## config.mk

```make
export PLATFORM = sky130hd
export DESIGN_NAME = uart_rx_fifo
export DESIGN_NICKNAME = d
export VERILOG_FILES = /design/src/rtl/uart_pkg.sv /design/src/rtl/sync_fifo.sv /design/src/rtl/uart_rx_fifo.sv
export SDC_FILE = /design/constraint.sdc
export NUM_CORES = 1
export LEC_CHECK = 0
export ABC_CLOCK_PERIOD_IN_PS = 4800
export BUFFER_PORTS_ARGS = -buffer_cell sky130_fd_sc_hd__buf_2
export CORE_MARGIN = 4
export CORE_UTILIZATION = 65
export CTS_BUF_LIST = sky130_fd_sc_hd__clkbuf_4
export CTS_CLUSTER_DIAMETER = 80
export DETAILED_ROUTE_END_ITERATION = 7
export GPL_ROUTABILITY_DRIVEN = 0
export PLACE_DENSITY = 0.88
export REMOVE_ABC_BUFFERS = 1
export SYNTH_ARGS = -nofsm -noshare
export SYNTH_HDL_FRONTEND = slang
export SYNTH_SLANG_ARGS = --single-unit
export TNS_END_PERCENT = 1
```

## constraint.sdc

```tcl
create_clock -name wb_clk_i -period 4.8 [get_ports wb_clk_i]
set_input_delay 0.96 -clock wb_clk_i [delete_from_list [all_inputs] [get_ports wb_clk_i]]
set_output_delay 0.96 -clock wb_clk_i [all_outputs]
set_load 0.03 [all_outputs]
```

## src/rtl/uart_pkg.sv

```systemverilog
// Shared definitions for the UART receive path: FSM states and 8N1 frame constants.
package uart_pkg;

    typedef enum logic [2:0] {
        StIdle,
        StStart,
        StData,
        StStop,
        StWaitIdle
    } rx_state_e;

    localparam int unsigned ClkDivDefault = 347;  // 40 MHz / 115200 baud
    localparam int unsigned DataBits      = 8;
    localparam int unsigned StopBits      = 1;

endpackage

```

## src/rtl/sync_fifo.sv

```systemverilog
// Single-clock FIFO with wrap-bit pointers; head data is read combinationally.
module sync_fifo #(
    parameter int unsigned WIDTH = 8,
    parameter int unsigned DEPTH = 4
) (
    input  logic                     clk_i,
    input  logic                     rst_i,
    input  logic                     push,
    input  logic                     pop,
    input  logic [WIDTH-1:0]         din,
    output logic [WIDTH-1:0]         dout,
    output logic                     full,
    output logic                     empty,
    output logic [$clog2(DEPTH):0]   count
);

    localparam int unsigned AddrW = $clog2(DEPTH);

    logic [WIDTH-1:0] mem [DEPTH];
    logic [AddrW:0]   wptr_q, rptr_q;
    logic             do_push, do_pop;

    assign empty = (wptr_q == rptr_q);
    assign full  = (wptr_q[AddrW-1:0] == rptr_q[AddrW-1:0]) && (wptr_q[AddrW] != rptr_q[AddrW]);

    // A pop in the same cycle frees the slot, so a push into a full FIFO is still taken.
    assign do_pop  = pop && !empty;
    assign do_push = push && (!full || do_pop);

    assign dout  = mem[rptr_q[AddrW-1:0]];
    assign count = wptr_q - rptr_q;

    always_ff @(posedge clk_i or posedge rst_i) begin
        if (rst_i) begin
            wptr_q <= '0;
            rptr_q <= '0;
        end else begin
            if (do_push) wptr_q <= wptr_q + (AddrW+1)'(1);
            if (do_pop)  rptr_q <= rptr_q + (AddrW+1)'(1);
        end
    end

    always_ff @(posedge clk_i) begin
        if (do_push) mem[wptr_q[AddrW-1:0]] <= din;
    end

endmodule

```

## src/rtl/uart_rx_fifo.sv

```systemverilog
// 8N1 UART receiver with stop-bit check, sticky error flags and a small receive FIFO.
module uart_rx_fifo
    import uart_pkg::*;
#(
    parameter int unsigned CLK_DIV    = ClkDivDefault,
    parameter int unsigned FIFO_DEPTH = 4
) (
    input  logic                          wb_clk_i,
    input  logic                          wb_rst_i,
    input  logic                          rx_i,
    output logic [7:0]                    rx_data_o,
    output logic                          rx_valid_o,
    input  logic                          rx_ready_i,
    output logic [$clog2(FIFO_DEPTH):0]   rx_count_o,
    output logic                          frame_err_o,
    output logic                          overrun_o,
    input  logic                          err_clr_i,
    output logic                          busy_o
);

    localparam int unsigned   CntW     = $clog2(CLK_DIV);
    localparam logic [CntW-1:0] HalfLoad = CntW'(CLK_DIV / 2 - 1);
    localparam logic [CntW-1:0] FullLoad = CntW'(CLK_DIV - 1);

    logic            sync1_q, rx_s, rx_prev_q;
    logic [1:0]      fill_q;
    logic            armed_q;
    rx_state_e       state_q, state_d;
    logic [CntW-1:0] cnt_q, cnt_d;
    logic [2:0]      bit_idx_q, bit_idx_d;
    logic [7:0]      shreg_q, shreg_d;
    logic            expiry, push, frame_evt, overrun_evt;
    logic            frame_err_q, overrun_q;
    logic [7:0]      fifo_dout;
    logic            fifo_full, fifo_empty;

    // Edge detection is armed only once the synchronizer holds real samples and the line
    // has been seen high, so a line still low after reset cannot start a frame.
    always_ff @(posedge wb_clk_i or posedge wb_rst_i) begin
        if (wb_rst_i) begin
            sync1_q   <= 1'b1;
            rx_s      <= 1'b1;
            rx_prev_q <= 1'b1;
            fill_q    <= 2'b00;
            armed_q   <= 1'b0;
        end else begin
            sync1_q   <= rx_i;
            rx_s      <= sync1_q;
            rx_prev_q <= rx_s;
            fill_q    <= {fill_q[0], 1'b1};
            if (fill_q[1] && rx_s) armed_q <= 1'b1;
        end
    end

    assign expiry = (cnt_q == '0);

    always_comb begin
        state_d   = state_q;
        cnt_d     = cnt_q;
        bit_idx_d = bit_idx_q;
        shreg_d   = shreg_q;
        push      = 1'b0;
        frame_evt = 1'b0;
        unique case (state_q)
            StIdle: begin
                if (armed_q && rx_prev_q && !rx_s) begin
                    cnt_d   = HalfLoad;
                    state_d = StStart;
                end
            end
            StStart: begin
                if (!expiry) begin
                    cnt_d = cnt_q - CntW'(1);
                end else if (rx_s) begin
                    state_d = StIdle;
                end else begin
                    cnt_d     = FullLoad;
                    bit_idx_d = 3'd0;
                    state_d   = StData;
                end
            end
            StData: begin
                if (!expiry) begin
                    cnt_d = cnt_q - CntW'(1);
                end else begin
                    shreg_d   = {rx_s, shreg_q[7:1]};
                    cnt_d     = FullLoad;
                    bit_idx_d = bit_idx_q + 3'd1;
                    if (bit_idx_q == 3'(DataBits - 1)) state_d = StStop;
                end
            end
            StStop: begin
                if (!expiry) begin
                    cnt_d = cnt_q - CntW'(1);
                end else if (rx_s) begin
                    push    = 1'b1;
                    state_d = StIdle;
                end else begin
                    frame_evt = 1'b1;
                    state_d   = StWaitIdle;
                end
            end
            StWaitIdle: begin
                if (rx_s) state_d = StIdle;
            end
            default: state_d = StIdle;
        endcase
    end

    // A full FIFO is never empty, so rx_ready_i alone means a pop is happening.
    assign overrun_evt = push && fifo_full && !rx_ready_i;

    always_ff @(posedge wb_clk_i or posedge wb_rst_i) begin
        if (wb_rst_i) begin
            state_q     <= StIdle;
            cnt_q       <= '0;
            bit_idx_q   <= 3'd0;
            shreg_q     <= 8'h00;
            frame_err_q <= 1'b0;
            overrun_q   <= 1'b0;
        end else begin
            state_q     <= state_d;
            cnt_q       <= cnt_d;
            bit_idx_q   <= bit_idx_d;
            shreg_q     <= shreg_d;
            frame_err_q <= (frame_err_q && !err_clr_i) || frame_evt;
            overrun_q   <= (overrun_q && !err_clr_i) || overrun_evt;
        end
    end

    sync_fifo #(
        .WIDTH (8),
        .DEPTH (FIFO_DEPTH)
    ) u_fifo (
        .clk_i (wb_clk_i),
        .rst_i (wb_rst_i),
        .push  (push),
        .pop   (rx_ready_i),
        .din   (shreg_q),
        .dout  (fifo_dout),
        .full  (fifo_full),
        .empty (fifo_empty),
        .count (rx_count_o)
    );

    // Memory is not reset; mask it so stale bytes never show while empty.
    assign rx_data_o   = fifo_empty ? 8'h00 : fifo_dout;
    assign rx_valid_o  = !fifo_empty;
    assign frame_err_o = frame_err_q;
    assign overrun_o   = overrun_q;
    assign busy_o      = (state_q != StIdle);

endmodule
```

Word level (Yosys, flattened, before mapping)

Memories as Yosys holds them, arrays and structs flattened.
Index checks and enable logic that the tools add are counted.

Bits in registers: 37
RAM bits: 32
Input bits: 5
Output and inout bits: 15
Logic and storage cells: 91
Memories kept: 1

Add/sub/neg operators: 5
Equality and inequality tests: 17
Mux-type cells: 28
Reduce and logical (&&, ||, !) cells: 27

Memories:

| memory     | words | bits a word | rd ports | clocked after Yosys merged registers in | wr ports | line            | text |
|---|---|---|---|---|---|---|---|
| u_fifo.mem | 4     | 8           | 1        | 0                                       | 1        | sync_fifo.sv:19 | `logic [WIDTH-1:0] mem [DEPTH];` |

Operators with widths:

| kind                | count |
|---|---|
| $mux 9              | 5 |
| $pmux 9 s4          | 1 |
| $mux 3              | 10 |
| $ne 2x2->1 const B  | 8 |
| $pmux 3 s5          | 1 |
| $logic_and 1x1->1   | 10 |
| $add 3x1->3 const B | 3 |
| $logic_not 9->1     | 1 |
| $sub 9x1->9 const B | 1 |
| $mux 1              | 8 |
| $mux 8              | 1 |
| $reduce_and 4->1    | 2 |
| $eq 3x2->1 const B  | 2 |
| $eq 3x3->1 const B  | 2 |
| $pmux 3 s2          | 1 |
| $reduce_and 6->1    | 1 |
| $logic_not 1->1     | 5 |
| $reduce_bool 4->1   | 1 |
| $eq 3x1->1 const B  | 1 |
| $eq 3x3->1          | 1 |
| $logic_not 3->1     | 1 |
| $logic_or 1x1->1    | 3 |
| $ne 3x3->1 const B  | 1 |
| $reduce_bool 3->1   | 1 |
| other kinds (6)     | 6 |

Logic depth before layout (Yosys ltp)

Gate-level depths: netlist of the first run.

Depth after elaboration: 7
Depth in mapped cells: 7
Mapped depth without buffers: 6

By module

From an unflattened synthesis of the first run, not the netlist that was laid out.

Cells, all modules: 248
Area, all modules: 3243.1 sq um

Modules (own cells, without submodules):

| module       | instances | cells each | area each (sq um) | seq. area each (sq um) |
|---|---|---|---|---|
| uart_rx_fifo | 1         | 160        | 1630.3            | 779.5 |
| sync_fifo    | 1         | 88         | 1612.8            | 1111.1 |

Worst setup path after synthesis of the first run

No wires, ideal clock.

Path kind: reg2out
Start point: reg u_fifo.rptr_q[1]
End point: out rx_data_o[0]
Data arrival time: 1.959 ns
Required time: 3.840 ns
Slack: 1.881 ns
Stages on the path, launching flop included: 7
Path buffers: 2
Cells stage by stage: dfrtp_1 -> clkbuf_1 -> inv_1 -> ha_1 -> nand3_1 -> clkbuf_1 -> and2_1

Longest elaborated chain between the ends: 2
Elaborated cells between the ends (all ways): 3
Classes of those cells: eq/ne (1); mux (1); memory (1)

Ends and longest elaborated chain:

| item                                      | line                | text |
|---|---|---|
| start: declaration                        | sync_fifo.sv:20     | `logic [AddrW:0] wptr_q, rptr_q;` |
| start signal: assignment                  | sync_fifo.sv:39     | `if (do_pop) rptr_q <= rptr_q + (AddrW+1)'(1);` |
| $mem_v2 4x8 or $eq 3x3->1 (tied branches) | -                   |  |
| $mux 8 *                                  | uart_rx_fifo.sv:147 | `assign rx_data_o = fifo_empty ? 8'h00 : fifo_dout;` |
| end: declaration                          | uart_rx_fifo.sv:11  | `output logic [7:0] rx_data_o,` |

Mark *: on every way between the ends. The rest lies on a longest branch, timed or not.

Final worst setup path of the first run

Start point: reg u_fifo.rptr_q[1]
End point: out rx_data_o[2]

Same word-level chain as after synthesis.

==> impl_results.md, run 1 <==
* Wire length per cell at 17.4 microns
* Buffers on Ports at 19
* Routed Wire Length at 5540 microns
* Relative slew slack at 27.0%
* Fin Clk Skew at 0.0103 ns
* Cell-internal power at 1.18 mW
* Commonest non-fill, non-tap cell in the layout: dfrtp_1
* Drt first pass iters at 4
* Worst Path Max Fanout at 12
* Commonest cells after routing, fill and taps aside: dfrtp_1, edfxtp_1, buf_2
* Clock Sinks at 69
* Antenna cell count at 0
* Tightest Hold Check Type: reg -> reg
* Post-synth cell types at 60
* Total global-route track usage at 20.5%
* Run status: finished clean
* Layout Nets at 263
* CP required at 3.84 ns
* Hold Violations, Final at 0
* Post-place setup slack at 1.97 ns
* Hold Path Stages at 0
* TritonCTS Buffers at 9
* Count of flip-flops with a built-in enable after synthesis at 32
* Clock network latency to the later pin of the worst-skew pair at 0.39 ns
* Via count at 1,879
* Ys flop type: dfrtp_1
* Dpl hpwl at 3710 microns
* Initial antenna violation count at 0
* Post-DRT Antenna Nets at 0
* Critical path arrival at 2.22 ns
* Final Slew Violations at 0
* Register area share after synthesis at 59.4%
* CTS tree: yes
* CP Launch Type: flop
* RSZ-0062 raised after global routing: false
* Clk pwr share at 21.6%
* CP Capture Type: output port
* Largest net degree at the start of global routing at 38
* Logic pwr share at 36.0%
* Dpl cell area at 3320 sq um
* Final period utilization at 66.3%
* Pin slew with the least headroom to its limit at 1.09 ns
* FF+latch count, synth at 69
* CTS clk-pin slew, worst paths at 0.10 ns
* Total negative slack at 0 ns
* CTS resizes at 0
* WS Path Type: reg -> out
* Vias in the first global route at 1,985
* DIE WIDTH at 78.0 microns
* Rows at 25
* Hold_ws at 0.361 ns
* Endpoints failing setup at 0
* First-pass GRT wire length at 9460 microns
* Placed Instances at 303
* Worst-case vdd ir drop at 0.000416 V
* Synthesis Warnings at 0
* Core footprint at 4720 sq um
* Seq pwr share at 42.3%
* Synthesized area per cell at 14.1 sq um
* Postcts setup bufs at 0
* R2R depth at 6
* Psw at 0.713 mW
* Max Clk Rate at 314 MHz
* Cells after Synth at 225
* Share of layout cells above drive strength 1 at 28.2%
* Via/cell ratio at 5.89
* Switch share at 37.6%
* IO Count at 20
* GRT overflow at 0
* Filler-free cell count of the finished design at 319
* Root buffer cell: clkbuf_4
* Post-CTS Hold Buffers at 0
* Die height at 78.0 microns
* Fillers at 296
* DRC viols at 0
* Initial Util at 67.3%
* Fraction of registers with async set/reset at 53.6%
* Iteration-0 DRC count of the detailed router at 147
* Post-Synthesis Cell Area at 3180 sq um
* Die ar. at 6080 sq um
* Max Cap Viol at 0
* Maximum clock path buffer count at 2
* H-tree levels at 3
* LEAKAGE at 1.39 nW
* Area delta synth->final at 9.40%
* PD cells at 545 nW/um^2
* Post-layout min period at 3.18 ns
* Post-route cell area at 3480 sq um
* Setup ws final at 1.62 ns
==> worst max-delay path: stages, from the launching register on <==
cell	delay (ns)
dfrtp_1	0.67
inv_1	0.09
ha_1	0.32
nand3_1	0.30
and2_1	0.27
buf_2	0.17
==> routing by layer <==
metal / GRT usage (%) / part of all wire, %
met4: 7.69 / 1.8
met3: 5.68 / 5.7
met2: 33.2 / 50
met5: 0 / 0
met1: 26.6 / 42
==> area by class of cell <==
cell class / instances / area, sq um / area share [%]
clock inverter: 5 / 76.3 / 2.19
sequential: 69 / 1890 / 54.3
tap: 67 / 83.8 / 2.41
clock buffer: 11 / 82.6 / 2.37
timing repair buffer: 20 / 103 / 2.95
multi-input combinational: 137 / 1210 / 34.7
inverter: 10 / 37.5 / 1.08
==> worst paths after layout <==
check	startpoint	end	slack [ns]
setup / recovery	u_fifo.rptr_q[1]	rx_data_o[2]	1.62
hold / removal	sync1_q	rx_s	0.36
setup reg to reg	cnt_q[0]	shreg_q[0]	1.95
hold reg to reg	sync1_q	rx_s	0.36
max in group asynchronous	wb_rst_i	rx_s	3.78
min in group asynchronous	wb_rst_i	shreg_q[5]	0.66
==> cells in the mapped netlist (all sizes together), types with 4 or more instances <==
master | count | share of area [%]
edfxtp | 32 | 30
nor2 | 13 | 1.5
nand2 | 5 | 0.59
nand3 | 5 | 0.79
ha | 10 | 3.9
buf | 4 | 0.87
mux2 | 10 | 3.5
clkbuf | 5 | 0.59
and2 | 12 | 2.6
a21oi | 7 | 1.1
inv | 10 | 1.2
mux4 | 8 | 5.7
xnor2 | 6 | 1.7
dfrtp | 34 | 27
o21ai | 6 | 0.94
==> per-stage QoR <==
step	util, %	total power [mW]
final	73.7	1.90
after global routing	73.7	2.00
after CTS	73.7	1.91
after detailed placement	70.3	1.49
after global placement	70.3	1.47
after floorplan	-	1.31
==> sequential cells by signal (all words and copies together) (netlist names) <==
| name | count |
|---|---|
| u_fifo.mem | 32 |
| cnt_q | 9 |
| shreg_q | 8 |
| bit_idx_q | 3 |
| state_q | 3 |
| u_fifo.rptr_q | 3 |
| u_fifo.wptr_q | 3 |
| fill_q | 2 |
| armed_q | 1 |
| frame_err_o | 1 |
| overrun_o | 1 |
| rx_prev_q | 1 |
| rx_s | 1 |
| sync1_q | 1 |
==> power groups by stage <==
stage	sequential [mW]	combinational (mW)	clock, mW
3_3_place_gp	0.807	0.660	0
4_1_cts	0.801	0.684	0.421
3_5_place_dp	0.812	0.680	0
2_1_floorplan	0.779	0.535	0
6_report	0.802	0.683	0.410
5_1_grt	0.815	0.737	0.449
==> cells by family (layout without fill, tap and decap cells) <==
kind of cell / Yosys count / in the layout / share of synthesized area, %
other cells: 1 / 1 / 0.118
mux: 19 / 19 / 9.52
flops: 69 / 69 / 59.4
simple gates: 60 / 60 / 12.3
buf+inv: 19 / 46 / 2.64
xor+xnor: 8 / 8 / 2.44
fa+ha+maj: 11 / 11 / 4.56
compound gates: 38 / 38 / 8.97
No activity file was read; power rests on OpenSTA's default activity.
==> run 2: changes to the inputs <==
ABC_CLOCK_PERIOD_IN_PS = 2900   (was 4800)
CORE_UTILIZATION = 56   (was 65)
PLACE_DENSITY = 0.8   (was 0.88)
clock period = 2.9 ns   (was 4.8 ns; I/O delays follow)
==> run 2 against run 1 <==
Utilization decreased by 9.4 points. Sequential power increased by 57%. Register-to-register slack got worse by 1.5 ns. Critical path depth unchanged. Cell area increased by 1.7%. Sequential cell count unchanged. Non-clock buffer count increased by 6. Count of clock-buffer cells in the layout decreased by 2. Via count unchanged. Wire length decreased by 7.2%. Sequential share of layout area decreased by 0.88 points. Largest cell class unchanged.
==> impl_results.md, run 2 (synthesis results as in run 1) <==
* Initial Util at 57.8% (was 67.3%)
* Clock Sinks at 69 (unchanged)
* Final period utilization at 87.4%
* Post-CTS Hold Buffers at 0 (unchanged)
* Root buffer cell: clkbuf_4 (unchanged)
* Routed Wire Length at 5140 microns (was 5540 microns)
* Max Cap Viol at 0 (unchanged)
* CP required at 2.32 ns (was 3.84 ns)
* Worst-case vdd ir drop at 0.000588 V (was 0.000416 V)
* GRT overflow at 0 (unchanged)
* WS Path Type: reg -> out (unchanged)
* CP Capture Type: output port (unchanged)
* Initial antenna violation count at 0 (unchanged)
* Commonest non-fill, non-tap cell in the layout: dfrtp_1 (unchanged)
* Maximum clock path buffer count at 2 (unchanged)
* Total global-route track usage at 16.5% (was 20.5%)
* Wire length per cell at 15.6 microns (was 17.4 microns)
* CTS resizes at 0 (unchanged)
* CP Launch Type: flop (unchanged)
* LEAKAGE at 1.42 nW (was 1.39 nW)
* Share of layout cells above drive strength 1 at 30.2% (was 28.2%)
* Iteration-0 DRC count of the detailed router at 86 (was 147)
* TritonCTS Buffers at 9 (unchanged)
* Antenna cell count at 0 (unchanged)
* Endpoints failing setup at 0 (unchanged)
* Flop2flop setup slack at 0.46 ns (was 1.95 ns)
* Via/cell ratio at 5.69 (was 5.89)
* Post-layout min period at 2.53 ns
* Buffers on Ports at 19 (unchanged)
* Hold Violations, Final at 0 (unchanged)
* Run status: finished clean (unchanged)
* H-tree levels at 3 (unchanged)
* Die height at 83.4 microns (was 78.0 microns)
* CP endpoint: rx_data_o[0] (was rx_data_o[2])
* Critical path arrival at 1.95 ns (was 2.22 ns)
* Max Clk Rate at 395 MHz
* Commonest cells after routing, fill and taps aside: dfrtp_1, edfxtp_1, buf_2 (unchanged)
* DIE WIDTH at 83.4 microns (was 78.0 microns)
* Total power at 3.16 mW (was 1.90 mW)
* IO Count at 20 (unchanged)
* Vias in the first global route at 1,886 (was 1,985)
* First-pass GRT wire length at 8940 microns (was 9460 microns)
* Final Slew Violations at 0 (unchanged)
* Max reg flops at 32 (unchanged)
* Relative slew slack at 45.0% (was 27.0%)
* Post-DRT Antenna Nets at 0 (unchanged)
* CTS tree: yes (unchanged)
* Total negative slack at 0 ns (unchanged)
* Clock network latency to the later pin of the worst-skew pair at 0.41 ns (was 0.39 ns)
* CTS clk-pin slew, worst paths at 0.12 ns (was 0.10 ns)
* Die ar. at 6950 sq um (was 6080 sq um)
* RSZ-0062 raised after global routing: false (unchanged)
* Core footprint at 5510 sq um (was 4720 sq um)
* Largest net degree at the start of global routing at 24 (was 38)
* Critical Path Source: u_fifo.wptr_q[0] (was u_fifo.rptr_q[1])
* Dpl hpwl at 3790 microns (was 3710 microns)
* Rows at 27 (was 25)
* PD cells at 894 nW/um^2 (was 545 nW/um^2)
* Worst r2r dst: u_fifo.mem[0][2] (was shreg_q[0])
* R2R depth at 5 (was 6)
* Drt first pass iters at 4 (unchanged)
* Reg2Reg Launch Point: cnt_q[0] (unchanged)
* Layout Nets at 269 (was 263)
* Area delta synth->final at 11.2% (was 9.40%)
* DRC viols at 0 (unchanged)
* Fin Clk Skew at 0.0123 ns (was 0.0103 ns)
* Postcts setup bufs at 0 (unchanged)
* Pin slew with the least headroom to its limit at 0.824 ns (was 1.09 ns)
* Tightest Hold Check Type: in -> reg (was reg -> reg)
* Worst Path Max Fanout at 11 (was 12)
* Via count at 1,879 (unchanged)
## run 2: cell count changes in the layout (fill, tap and decap cells not counted), sizes merged
cell      delta
clkbuf       -2
clkinvlp     +1
clkinv       -1
buf          +6
inv          +2
## run 2: worst min path at each step
stage	startpoint	endpoint	slack (ns)	depth (start not counted)
6_report	rx_i	sync1_q	0.26	1
5_1_grt	rx_i	sync1_q	0.22	1
4_1_cts	rx_i	sync1_q	0.23	1
3_5_place_dp	fill_q[0]	fill_q[1]	0.34	0
3_3_place_gp	fill_q[0]	fill_q[1]	0.33	0
2_1_floorplan	fill_q[0]	fill_q[1]	0.33	0
## run 2: cell type report
class                      count  area (sq um)
clock buffer                   9          67.6
clock inverter                 7          97.6
fill                         402          1970
inverter                      10          37.5
multi-input combinational    137          1210
sequential                    69          1890
tap                           72          90.1
timing repair buffer          26           148
## run 2: per-stage QoR
stage | instances | instance area [sq um] | util [%] | hold slack, ns | worst slack (ns)
3_3_place_gp | 314 | 3370 | 61.2 | 0.334 | 0.548
5_1_grt | 330 | 3540 | 64.2 | 0.224 | 0.215
6_report | 330 | 3540 | 64.2 | 0.265 | 0.367
4_1_cts | 330 | 3540 | 64.2 | 0.233 | 0.302
2_1_floorplan | 216 | 3130 | - | 0.331 | 0.458
3_5_place_dp | 314 | 3370 | 61.2 | 0.340 | 0.486
## run 2: per-layer routing
metal  track usage, %  part of all wire (%)  routed length [microns]
met2             26.7                    51                     2610
met3             3.77                   3.4                      173
met1             20.4                    43                     2220
met4             9.51                   2.6                      136
met5                0                     0                        0
## run 2: report_power, final
group          internal, mW  switching, mW  total (mW)  leakage [nW]
combinational         0.502          0.707        1.21         0.602
sequential             1.12          0.142        1.26         0.734
clock                 0.354          0.342       0.696        0.0829
## run 2: worst max-delay path, stage by stage, from the launching register on
cell	delay (ns)
dfrtp_1	0.39
inv_1	0.10
ha_1	0.33
nand3_1	0.29
and2_1	0.26
buf_2	0.17
==> run 3: changes to the inputs <==
CORE_UTILIZATION = 45   (was 56)
PLACE_DENSITY = 0.67   (was 0.8)
SLEW_MARGIN = 0   (was default)
==> run 3 against run 2 <==
Global-route usage is 1.9 points lower. Critical endpoint is now rx_data_o[5]. Worst setup slack better by 0.020 ns. Clock power shrank 7.0%. Utilization down 12 points. Non-clock buffer count down 1. Combinational power is essentially flat. Via count shrank 0.37%. Largest power group unchanged.
==> impl_results.md, run 3 (synthesis results as in run 1) <==
* Fillers at 591 (was 402)
* RSZ-0062 raised after global routing: false (unchanged)
* CTS clk-pin slew, worst paths at 0.12 ns (about the same)
* Die ar. at 8480 sq um (was 6950 sq um)
* H-tree levels at 3 (unchanged)
* DIE WIDTH at 92.1 microns (was 83.4 microns)
* Commonest non-fill, non-tap cell in the layout: dfrtp_1 (unchanged)
* Relative slew slack at 52.9% (was 45.0%)
* DRC viols at 0 (unchanged)
* Post-DRT Antenna Nets at 0 (unchanged)
* Routed Wire Length at 5440 microns (was 5140 microns)
* Highest metal used: met4 (unchanged)
* M1 WL at 2410 microns (was 2220 microns)
* Hold_ws at 0.263 ns (was 0.265 ns)
* Layout Nets at 268 (was 269)
* Vias in the first global route at 1,883 (was 1,886)
* Initial Util at 46.6% (was 57.8%)
* Via count at 1,872 (was 1,879)
* Max reg flops at 32 (unchanged)
* Post-CTS Hold Buffers at 0 (unchanged)
* Worst-case vdd ir drop at 0.000469 V (was 0.000588 V)
* Tightest Hold Check Type: in -> async (was in -> reg)
* Metal3 WL at 157 microns (was 173 microns)
* Die height at 92.1 microns (was 83.4 microns)
* Drt first pass iters at 4 (unchanged)
* TritonCTS Buffers at 9 (unchanged)
* Largest net degree at the start of global routing at 38 (was 24)
* CP Launch Type: flop (unchanged)
* Buffers on Ports at 19 (unchanged)
* Postcts setup bufs at 0 (unchanged)
* Total global-route track usage at 14.6% (was 16.5%)
* Antenna cell count at 0 (unchanged)
* Critical-path top delay cell: dfrtp_1 (unchanged)
* Post-layout min period at 2.51 ns (was 2.53 ns)
* IO Count at 20 (unchanged)
* Fin Clk Skew at 0.0145 ns (was 0.0123 ns)
* Maximum clock path buffer count at 2 (unchanged)
* Core footprint at 6830 sq um (was 5510 sq um)
* Share of layout cells above drive strength 1 at 30.0% (was 30.2%)
* Hold Violations, Final at 0 (unchanged)
* Final Slew Violations at 0 (unchanged)
* CTS tree: yes (unchanged)
* Iteration-0 DRC count of the detailed router at 88 (was 86)
* Clock Sinks at 69 (unchanged)
* Run status: finished clean (unchanged)
* Root buffer cell: clkbuf_4 (unchanged)
* Final core occ at 51.9% (was 64.2%)
* Final period utilization at 86.7% (was 87.4%)
* CP bufs+invs at 2 (unchanged)
* CP required at 2.32 ns (about the same)
* Clock network latency to the later pin of the worst-skew pair at 0.40 ns (was 0.41 ns)
* Cell family with the largest share of critical-path delay: simple AND/OR/NAND/NOR gates (unchanged)
* Max Cap Viol at 0 (unchanged)
* LEAKAGE at 1.41 nW (was 1.42 nW)
* CP Capture Type: output port (unchanged)
* Initial antenna violation count at 0 (unchanged)
* First-pass GRT wire length at 9580 microns (was 8940 microns)
* Critical path's largest stage delay at 0.39 ns (about the same)
* GRT overflow at 0 (unchanged)
* Max Clk Rate at 398 MHz (was 395 MHz)
* Dpl hpwl at 3810 microns (was 3790 microns)
* Total negative slack at 0 ns (unchanged)
* CP cell instances: inv_1 -> ha_1 -> nand3_1 -> and2_1 -> buf_2 (unchanged)
* Endpoints failing setup at 0 (unchanged)
* WS Path Type: reg -> out (unchanged)
* Area delta synth->final at 11.4% (was 11.2%)
* Pin slew with the least headroom to its limit at 0.699 ns (was 0.824 ns)
* Worst Path Max Fanout at 11 (unchanged)
* Critical path arrival at 1.93 ns (was 1.95 ns)
* Rows at 30 (was 27)
* Via/cell ratio at 5.30 (was 5.69)
* Commonest cells after routing, fill and taps aside: dfrtp_1, edfxtp_1, buf_2 (unchanged)
* CTS resizes at 0 (unchanged)
* PD cells at 878 nW/um^2 (was 894 nW/um^2)
* Wire length per cell at 15.4 microns (was 15.6 microns)
* Routed wl met2 at 2780 microns (was 2610 microns)
-- run 3: cell types whose count changed in the layout (fill, tap and decap cells not counted) --
cell	delta
inv_8	+1
bufinv_16	-1
clkinv_4	+1
buf_4	-1
clkinv_2	-1
-- run 3: power by group --
group | internal (mW) | switching, mW | total, mW
Sequential | 1.12 | 0.136 | 1.25
Combinational | 0.502 | 0.713 | 1.22
Clock | 0.276 | 0.371 | 0.647
-- run 3: through the flow --
step / setup WS, ns / cells / cell area (sq um) / power (mW)
6_report: 0.386 / 353 / 3540 / 3.11
2_1_floorplan: 0.458 / 216 / 3130 / 2.17
4_1_cts: 0.306 / 353 / 3540 / 3.15
5_1_grt: 0.187 / 353 / 3540 / 3.33
3_3_place_gp: 0.531 / 337 / 3390 / 2.49
3_5_place_dp: 0.470 / 337 / 3390 / 2.50
-- run 3: path summary, 6_finish.rpt --
path / slack (ns) / cells past startpoint / start / end
setup / recovery: 0.39 / 5 / u_fifo.wptr_q[0] / rx_data_o[5]
hold / removal: 0.26 / 3 / wb_rst_i / overrun_o
setup reg to reg: 0.46 / 5 / cnt_q[0] / u_fifo.mem[0][7]
hold reg to reg: 0.36 / 0 / fill_q[0] / fill_q[1]
max in group asynchronous: 2.27 / 3 / wb_rst_i / sync1_q
min in group wb_clk_i: 0.27 / 1 / rx_i / sync1_q
-- run 3: worst min-delay path: stages --
cell and delay (ns):
buf_2 0.09, inv_1 0.04, buf_4 0.41
-- run 3: layout make-up --
cell class | instances | area (sq um) | share of cell area, %
tap | 96 | 120 | 3.39
clock inverter | 7 | 82.6 | 2.33
inverter | 10 | 37.5 | 1.06
timing repair buffer | 25 | 140 | 3.95
multi-input combinational | 137 | 1210 | 34.0
sequential | 69 | 1890 | 53.3
clock buffer | 9 | 67.6 | 1.91
-- run 3: metal layers --
layer	up-vias	global-route usage [%]
li1	892	-
met1	945	18.5
met2	27	24.1
met3	8	2.87
met4	0	6.56
met5	-	0
